**src/rtl/serial_subtractor.sv**
```systemverilog
// Purpose : multi-cycle WIDTH-bit subtractor, fark = sayi1 - sayi2, one CHUNK-bit slice per clock
//           with the borrow carried between slices in a register.
// Latency : N = WIDTH/CHUNK cycles from the acceptance edge to out_valid; one result per N+2 cycles.
// Backpressure: in_ready only in IDLE; the result is held stable in DONE until out_ready.
// Ports   : clk, rst (async active-high), in_valid/in_ready + sayi1/sayi2 (operands),
//           out_valid/out_ready + fark/borc (result). Optional macro SERIAL_SUB_OVERFLOW_EN
//           adds the tasma (signed overflow) output.
module serial_subtractor #(
    parameter int WIDTH = 64,
    parameter int CHUNK = 8
) (
    input  logic             clk,
    input  logic             rst,
    input  logic             in_valid,
    output logic             in_ready,
    input  logic [WIDTH-1:0] sayi1,
    input  logic [WIDTH-1:0] sayi2,
    output logic             out_valid,
    input  logic             out_ready,
    output logic [WIDTH-1:0] fark,
`ifdef SERIAL_SUB_OVERFLOW_EN
    output logic             borc,
    output logic             tasma
`else
    output logic             borc
`endif
);

    localparam int N    = WIDTH / CHUNK;
    localparam int IDXW = (N > 1) ? $clog2(N) : 1;

    generate
        if (WIDTH % CHUNK != 0) begin : g_bad_chunk
            $error("serial_subtractor: WIDTH must be a multiple of CHUNK");
        end
    endgenerate

    typedef enum logic [1:0] {
        IDLE = 2'd0,
        CALC = 2'd1,
        DONE = 2'd2
    } state_t;

    state_t            state_q, state_d;
    logic [WIDTH-1:0]  a_q, b_q;
    logic [WIDTH-1:0]  fark_q, fark_d;
    logic              borrow_q;
    logic              borc_q;
    logic [IDXW-1:0]   idx_q;
`ifdef SERIAL_SUB_OVERFLOW_EN
    logic              tasma_q;
`endif

    logic [CHUNK-1:0]  a_slice, b_slice;
    logic [CHUNK:0]    diff;      // {borrow out, difference slice}
    logic              last_slice;

    // Slice select and one-slice subtract. Constant-index loops keep the
    // slice muxes explicit and avoid variable part-selects.
    always_comb begin
        a_slice = '0;
        b_slice = '0;
        for (int k = 0; k < N; k++) begin
            if (idx_q == IDXW'(k)) begin
                a_slice = a_q[k*CHUNK +: CHUNK];
                b_slice = b_q[k*CHUNK +: CHUNK];
            end
        end
        // Zero-extended subtraction: the extra MSB goes to 1 exactly when a borrow leaves the slice.
        diff = {1'b0, a_slice} - {1'b0, b_slice} - {{CHUNK{1'b0}}, borrow_q};

        fark_d = fark_q;
        for (int k = 0; k < N; k++) begin
            if (idx_q == IDXW'(k)) begin
                fark_d[k*CHUNK +: CHUNK] = diff[CHUNK-1:0];
            end
        end

        last_slice = (idx_q == IDXW'(N - 1));
    end

    // Next-state logic.
    always_comb begin
        state_d = state_q;
        case (state_q)
            IDLE: if (in_valid)   state_d = CALC;
            CALC: if (last_slice) state_d = DONE;
            DONE: if (out_ready)  state_d = IDLE;
            default:              state_d = IDLE;
        endcase
    end

    always_ff @(posedge clk or posedge rst) begin
        if (rst) begin
            state_q  <= IDLE;
            a_q      <= '0;
            b_q      <= '0;
            fark_q   <= '0;
            borrow_q <= 1'b0;
            borc_q   <= 1'b0;
            idx_q    <= '0;
`ifdef SERIAL_SUB_OVERFLOW_EN
            tasma_q  <= 1'b0;
`endif
        end else begin
            state_q <= state_d;
            case (state_q)
                IDLE: begin
                    if (in_valid) begin
                        a_q      <= sayi1;
                        b_q      <= sayi2;
                        borrow_q <= 1'b0;
                        idx_q    <= '0;
                    end
                end
                CALC: begin
                    fark_q   <= fark_d;
                    borrow_q <= diff[CHUNK];
                    if (last_slice) begin
                        // Index parks at N-1 rather than wrapping.
                        borc_q <= diff[CHUNK];
`ifdef SERIAL_SUB_OVERFLOW_EN
                        // diff[CHUNK-1] is the MSB of the final fark.
                        tasma_q <= (a_q[WIDTH-1] != b_q[WIDTH-1]) &&
                                   (diff[CHUNK-1] != a_q[WIDTH-1]);
`endif
                    end else begin
                        idx_q <= idx_q + IDXW'(1);
                    end
                end
                default: ;
            endcase
        end
    end

    assign in_ready  = (state_q == IDLE);
    assign out_valid = (state_q == DONE);
    assign fark      = fark_q;
    assign borc      = borc_q;
`ifdef SERIAL_SUB_OVERFLOW_EN
    assign tasma     = tasma_q;
`endif

endmodule

```
**config.mk**
```make
export PLATFORM = sky130hd
export DESIGN_NAME = serial_subtractor
export DESIGN_NICKNAME = d
export VERILOG_FILES = /design/src/rtl/serial_subtractor.sv
export SDC_FILE = /design/constraint.sdc
export NUM_CORES = 1
export LEC_CHECK = 0
export BUFFER_PORTS_ARGS = -buffer_cell sky130_fd_sc_hd__buf_4
export CAP_MARGIN = 25
export CORE_ASPECT_RATIO = 0.75
export CORE_MARGIN = 2
export CORE_UTILIZATION = 45
export DETAILED_ROUTE_END_ITERATION = 7
export PLACE_DENSITY = 0.72
export SETUP_SLACK_MARGIN = 0.4
export SLEW_MARGIN = 10
export SYNTH_ARGS = -nofsm -noshare
export SYNTH_HDL_FRONTEND = slang
export SYNTH_SLANG_ARGS = --single-unit
```
**constraint.sdc**
```tcl
create_clock -name clk -period 15.8 [get_ports clk]
set_input_delay 3.16 -clock clk [delete_from_list [all_inputs] [get_ports clk]]
set_output_delay 3.16 -clock clk [all_outputs]
set_load 0.1 [all_outputs]
```
==> summary.txt, run 1 <==
Worst-case clock buffer depth: 2
Avg Cell Area, Syn: 10.9 sq um
Crit path required time: 16.12 ns
Ys flop type: dfrtp_1
Final setup TNS: 0 ns
Most frequent cell after synthesis: dfrtp_1
FF+latch count, synth: 199
Num ports: 199
FMAX: 0.205 GHz
Critical path type: in -> reg
DR pass1 iterations: 7
Area growth from synthesis to final layout: 26.0%
Status: complete, no violations
# Post-CTS Setup Buffers: 0
Layout Nets: 1,151
Min cycle time layout: 4.89 ns
Num CTS Buffers: 17
Cell taking the most area after synthesis: dfrtp_1
CTS tree: done
Hold Fails Final Rpt: 0
Met1 GRT Util: 0.331
# rows: 44
Core outline area: 19,400 sq um
Top cell type's share of synthesized area: 0.555
Met3 GRT Util: 0.0585
CTS clk-pin slew, worst paths: 0.08 ns
H-tree levels: 4
Share of cells above drive strength 1: 0.370
Distinct cell type count after synthesis: 42
Maxcap violations: 0
Largest cells by area after synthesis: dfrtp_1 (56%), mux2_2 (16%), nand2_1 (5.7%)
Top Usage Layer GRT: met2
CP Capture Type: flip-flop
DR vias/cell: 5.38
Final Cycle Share: 0.309
Height of the chip: 126 um
Max-slew violations: 0
Overflow left after global routing: 0
DIE WIDTH: 167 um
Die area: 21,100 sq um
Final std cells w/o fill: 1,265
CP Max Fanout: 66
Hold Path Class: reg -> reg
RSZ-0062 raised after global routing: no
CTS Hold Bufs: 0
# port buffers: 198
Fill cell count: 1,688
Global-route wire length before repair: 36,900 um
R2R cell count: 16
Worst Skew: 0.0164 ns
CTS Sinks: 199
Post-cts repair resize count: 0
Final wirelength: 23,300 um
Met2 GRT Util: 0.339
Seq/Total Area, Yosys: 0.555
Skew-Pair Late Insertion Delay: 0.45 ns
Syn Nets: 972
Routability Congestion: 0.816
Synth Cell Area: 8970 sq um
Hold depth: 2
Critical path launch point type: input pin
Antenna Diode Count: 0
Ys async rst share: 1.00
Clk root buf: clkbuf_16
Post-DP HPWL: 16,400 um
Post-synthesis cell count: 820
Gr usage total: 0.227
Top cells by count, synth: dfrtp_1 (199), nand2_1 (136), mux2_2 (130), o21ai_0 (88), a21oi_1 (54)
Worst EP arrival: 5.21 ns
Detailed router's first-iteration violation count: 558
Slew @ Worst Pin: 0.881 ns
Placed insts: 1,231
Vias: 6,805
Final ANT Viol Nets: 0
Starting Density: 0.461
DR DRC count: 0
Vias in the first global route: 6,763
Ys Warns: 0
Post-synth EDFFs: 0
Relative slew slack: 0.411
Final setup fails: 0
Avg WL per Cell: 18.4 um
Antenna violations before repair: 1
Largest net degree at the start of global routing: 117
[cells in the final DEF, fill, tap and decap left out, types with 6 or more instances in the layout]
master / instances
a21oi_1: 54
buf_4: 204
clkbuf_16: 17
dfrtp_1: 199
ha_1: 18
inv_1: 15
mux2_2: 130
nand2_1: 136
nand2b_1: 6
nand3_1: 6
nor2_1: 37
nor2b_1: 8
o21ai_0: 88
o22ai_1: 9
[critical path, cell delays in order]
cell and delay (ns):
buf_4 0.08, and2_4 0.68, buf_4 0.79, o22ai_1 0.12, or3_1 0.33
[final cells by class]
class	instances	area [sq um]	area share
tap	253	317	0.0280
inverter	17	71.3	0.00631
multi-input combinational	558	3750	0.332
timing repair buffer	206	1570	0.139
sequential	199	4980	0.441
clock inverter	15	175	0.0155
clock buffer	17	425	0.0377
[state kept, by name, summed over array words and instances (netlist names)]
register / cells
fark: 64
borc: 1
idx_q: 3
a_q: 64
borrow_q: 1
b_q: 64
state_q: 2
[layer usage]
layer  up-vias  wire [um]
li1       3219          -
met1      3339      11300
met2       220      10200
met3        25       1540
met4         2        309
met5         -         16
[path summary, 6_finish.rpt]
path	start	end	slack, ns
max	in_valid	borrow_q	10.91
max reg2reg	idx_q[0]	fark[54]	10.95
min in group asynchronous	rst	b_q[5]	2.81
min reg2reg	fark[26]	fark[26]	0.48
max in group asynchronous	rst	b_q[51]	11.81
min	fark[26]	fark[26]	0.48
[metrics by stage]
step,util,hold slack (ns),cell area (sq um),setup slack [ns]
3_3_place_gp,0.548,0.463,10700,10.44
2_1_floorplan,-,0.472,8970,7.21
3_5_place_dp,0.548,0.471,10700,10.45
6_report,0.581,0.485,11300,10.91
4_1_cts,0.579,0.489,11300,10.73
5_1_grt,0.581,0.518,11300,10.35
[cell families after synthesis]
logic type	Yosys count	share of synthesized area
compound gates	187	0.118
xor+xnor	4	0.00474
fa+ha+maj	20	0.0296
buf+inv	63	0.0264
flops	199	0.555
mux	131	0.164
simple gates	216	0.102
Power of run 1 is left out: the tool's default activity adds up to more than one toggle a clock period on the data nets, which glitch-free logic cannot reach.
==> run 2: changes to the inputs <==
PLACE_DENSITY = 0.75   (was 0.72)
clock period = 4.21 ns   (was 15.8 ns; I/O delays follow)
==> summary.txt, run 2 (synthesized netlist as in run 1, its figures left out) <==
Worst Skew: 0.0143 ns (was 0.0164 ns)
Worst path slowest cell: dfrtp_1 (was buf_4)
Final Util: 0.601 (was 0.581)
Vias in the first global route: 6,986 (was 6,763)
Height of the chip: 126 um (unchanged)
Maxcap violations: 0 (unchanged)
Final Cycle Share: 0.876
Status: complete, no violations (unchanged)
WL met1: 11,300 um (about the same)
Gr usage total: 0.237 (was 0.227)
Most common cell after layout, fill and taps aside: buf_4 (unchanged)
Largest net degree at the start of global routing: 83 (was 117)
# port buffers: 198 (unchanged)
Final setup TNS: 0 ns (unchanged)
Crit path required time: 4.53 ns (was 16.12 ns)
Area growth from synthesis to final layout: 30.2% (was 26.0%)
DR pass1 iterations: 7 (unchanged)
Most frequent cells in the layout: buf_4 (229), dfrtp_1 (199), nand2_1 (135), mux2_2 (130), o21ai_0 (83) (was buf_4 (204), dfrtp_1 (199), nand2_1 (136), mux2_2 (130), o21ai_0 (88))
Vias: 7,039 (was 6,805)
Area of the multi-input gates: 3870 sq um (was 3750 sq um)
Relative slew slack: 0.417 (was 0.411)
Hold Path Class: in -> async (was reg -> reg)
Max-slew violations: 0 (unchanged)
DR vias/cell: 5.44 (was 5.38)
RSZ-0062 raised after global routing: no (unchanged)
CP Max Fanout: 11 (was 66)
Min cycle time layout: 3.69 ns
Avg WL per Cell: 18.7 um (was 18.4 um)
Starting Density: 0.461 (unchanged)
Detailed router's first-iteration violation count: 644 (was 558)
Antenna Diode Count: 0 (unchanged)
CTS tree: done (unchanged)
Core outline area: 19,400 sq um (unchanged)
Fill cell count: 1,616 (was 1,688)
Clk root buf: clkbuf_16 (unchanged)
Skew-Pair Late Insertion Delay: 0.44 ns (was 0.45 ns)
Die area: 21,100 sq um (unchanged)
Worst-case clock buffer depth: 2 (unchanged)
Global-route wire length before repair: 38,800 um (was 36,900 um)
Layout Nets: 1,181 (was 1,151)
Num ports: 199 (unchanged)
Num CTS Buffers: 17 (unchanged)
Final setup fails: 0 (unchanged)
Final ANT Viol Nets: 0 (unchanged)
# rows: 44 (unchanged)
Post-DP HPWL: 17,700 um (was 16,400 um)
Final wirelength: 24,200 um (was 23,300 um)
CP bufs+invs: 3 (was 2)
CTS clk-pin slew, worst paths: 0.08 ns (about the same)
R2R cell count: 16 (unchanged)
H-tree levels: 4 (unchanged)
R2R Path Start: idx_q[0] (unchanged)
CP Launch Point: idx_q[0] (was in_valid)
Routability Congestion: 0.891 (was 0.816)
DR DRC count: 0 (unchanged)
Crit path max-delay family: adder cells (was simple AND/OR/NAND/NOR gates)
Worst-path cell chain: buf_4 > ha_2 > ha_4 > buf_4 > o31ai_2 > nand2_1 > o2111ai_1 > nand2_1 > ha_1 > inv_1 > ha_1 > o21a_1 > o21a_1 > o31a_1 > and3_1 > or3_1 (was buf_4 > and2_4 > buf_4 > o22ai_1 > or3_1)
Met2 wire length: 10,700 um (was 10,200 um)
Overflow left after global routing: 0 (unchanged)
CTS Hold Bufs: 0 (unchanged)
Max stage delay on crit path: 0.42 ns (was 0.79 ns)
CTS Sinks: 199 (unchanged)
Slew @ Worst Pin: 0.872 ns (was 0.881 ns)
Antenna violations before repair: 1 (unchanged)
Critical path type: reg -> reg (was in -> reg)
Hold Fails Final Rpt: 0 (unchanged)
FMAX: 0.271 GHz
Share of cells above drive strength 1: 0.411 (was 0.370)
DIE WIDTH: 167 um (unchanged)
Critical Path Stages: 16 (was 5)
CP Capture Type: flip-flop (unchanged)
Worst EP arrival: 4.00 ns (was 5.21 ns)
Register area: 4980 sq um (unchanged)
Critical path launch point type: flip-flop (was input pin)
Met3 wire length: 1820 um (was 1540 um)
Top layer in use: met5 (unchanged)
==> run 2: cell types whose count changed in the layout (fill, tap and decap cells not counted), moves of 3 or more <==
cell,previous run,this run
inv_2,0,3
ha_1,18,11
buf_12,0,4
buf_4,204,229
inv_1,15,12
o21ai_1,3,7
ha_2,0,3
ha_4,0,4
o21ai_0,88,83
==> run 2: area by class of cell <==
| cell class | instances | area share |
|---|---|---|
| Clock buffer | 17 | 0.0364 |
| Clock inverter | 15 | 0.0156 |
| Inverter | 17 | 0.00579 |
| Multi-Input combinational cell | 558 | 0.331 |
| Sequential cell | 199 | 0.426 |
| Tap cell | 253 | 0.0271 |
| Timing Repair Buffer | 236 | 0.157 |
==> run 2: path summary, 6_finish.rpt <==
path | endpoint | slack, ns
worst min-delay path | b_q[0] | 0.46
max in group asynchronous | b_q[63] | 2.74
worst max-delay path | borrow_q | 0.52
worst min register to register | fark[11] | 0.48
worst max register to register | borrow_q | 0.52
min in group clk | fark[11] | 0.48
==> run 2: per-stage QoR <==
stage | worst slack [ns] | std cells | area [sq um] | hold WS, ns
global placement | 0.476 | 1255 | 10900 | 0.463
finish | 0.521 | 1295 | 11700 | 0.457
CTS | 0.403 | 1290 | 11500 | 0.456
global route | 0.394 | 1295 | 11700 | 0.484
floorplan | 0.446 | 820 | 8980 | 0.472
detailed placement | 0.348 | 1256 | 10900 | 0.471
==> run 2: metal layers <==
metal | vias up | global-route usage
met5 | - | 0
met4 | 2 | 0.0598
met3 | 28 | 0.0541
met2 | 274 | 0.350
met1 | 3443 | 0.356
li1 | 3292 | -
==> run 2: repair_timing <==
action | in CTS | in global routing
resized for setup | 5 | 33
buffers inserted | 2 | 5
pin swaps | 1 | 6
setup endpoints to repair | 10 | 26
gates cloned | 0 | 0
Power of run 2 is left out for the same reason.
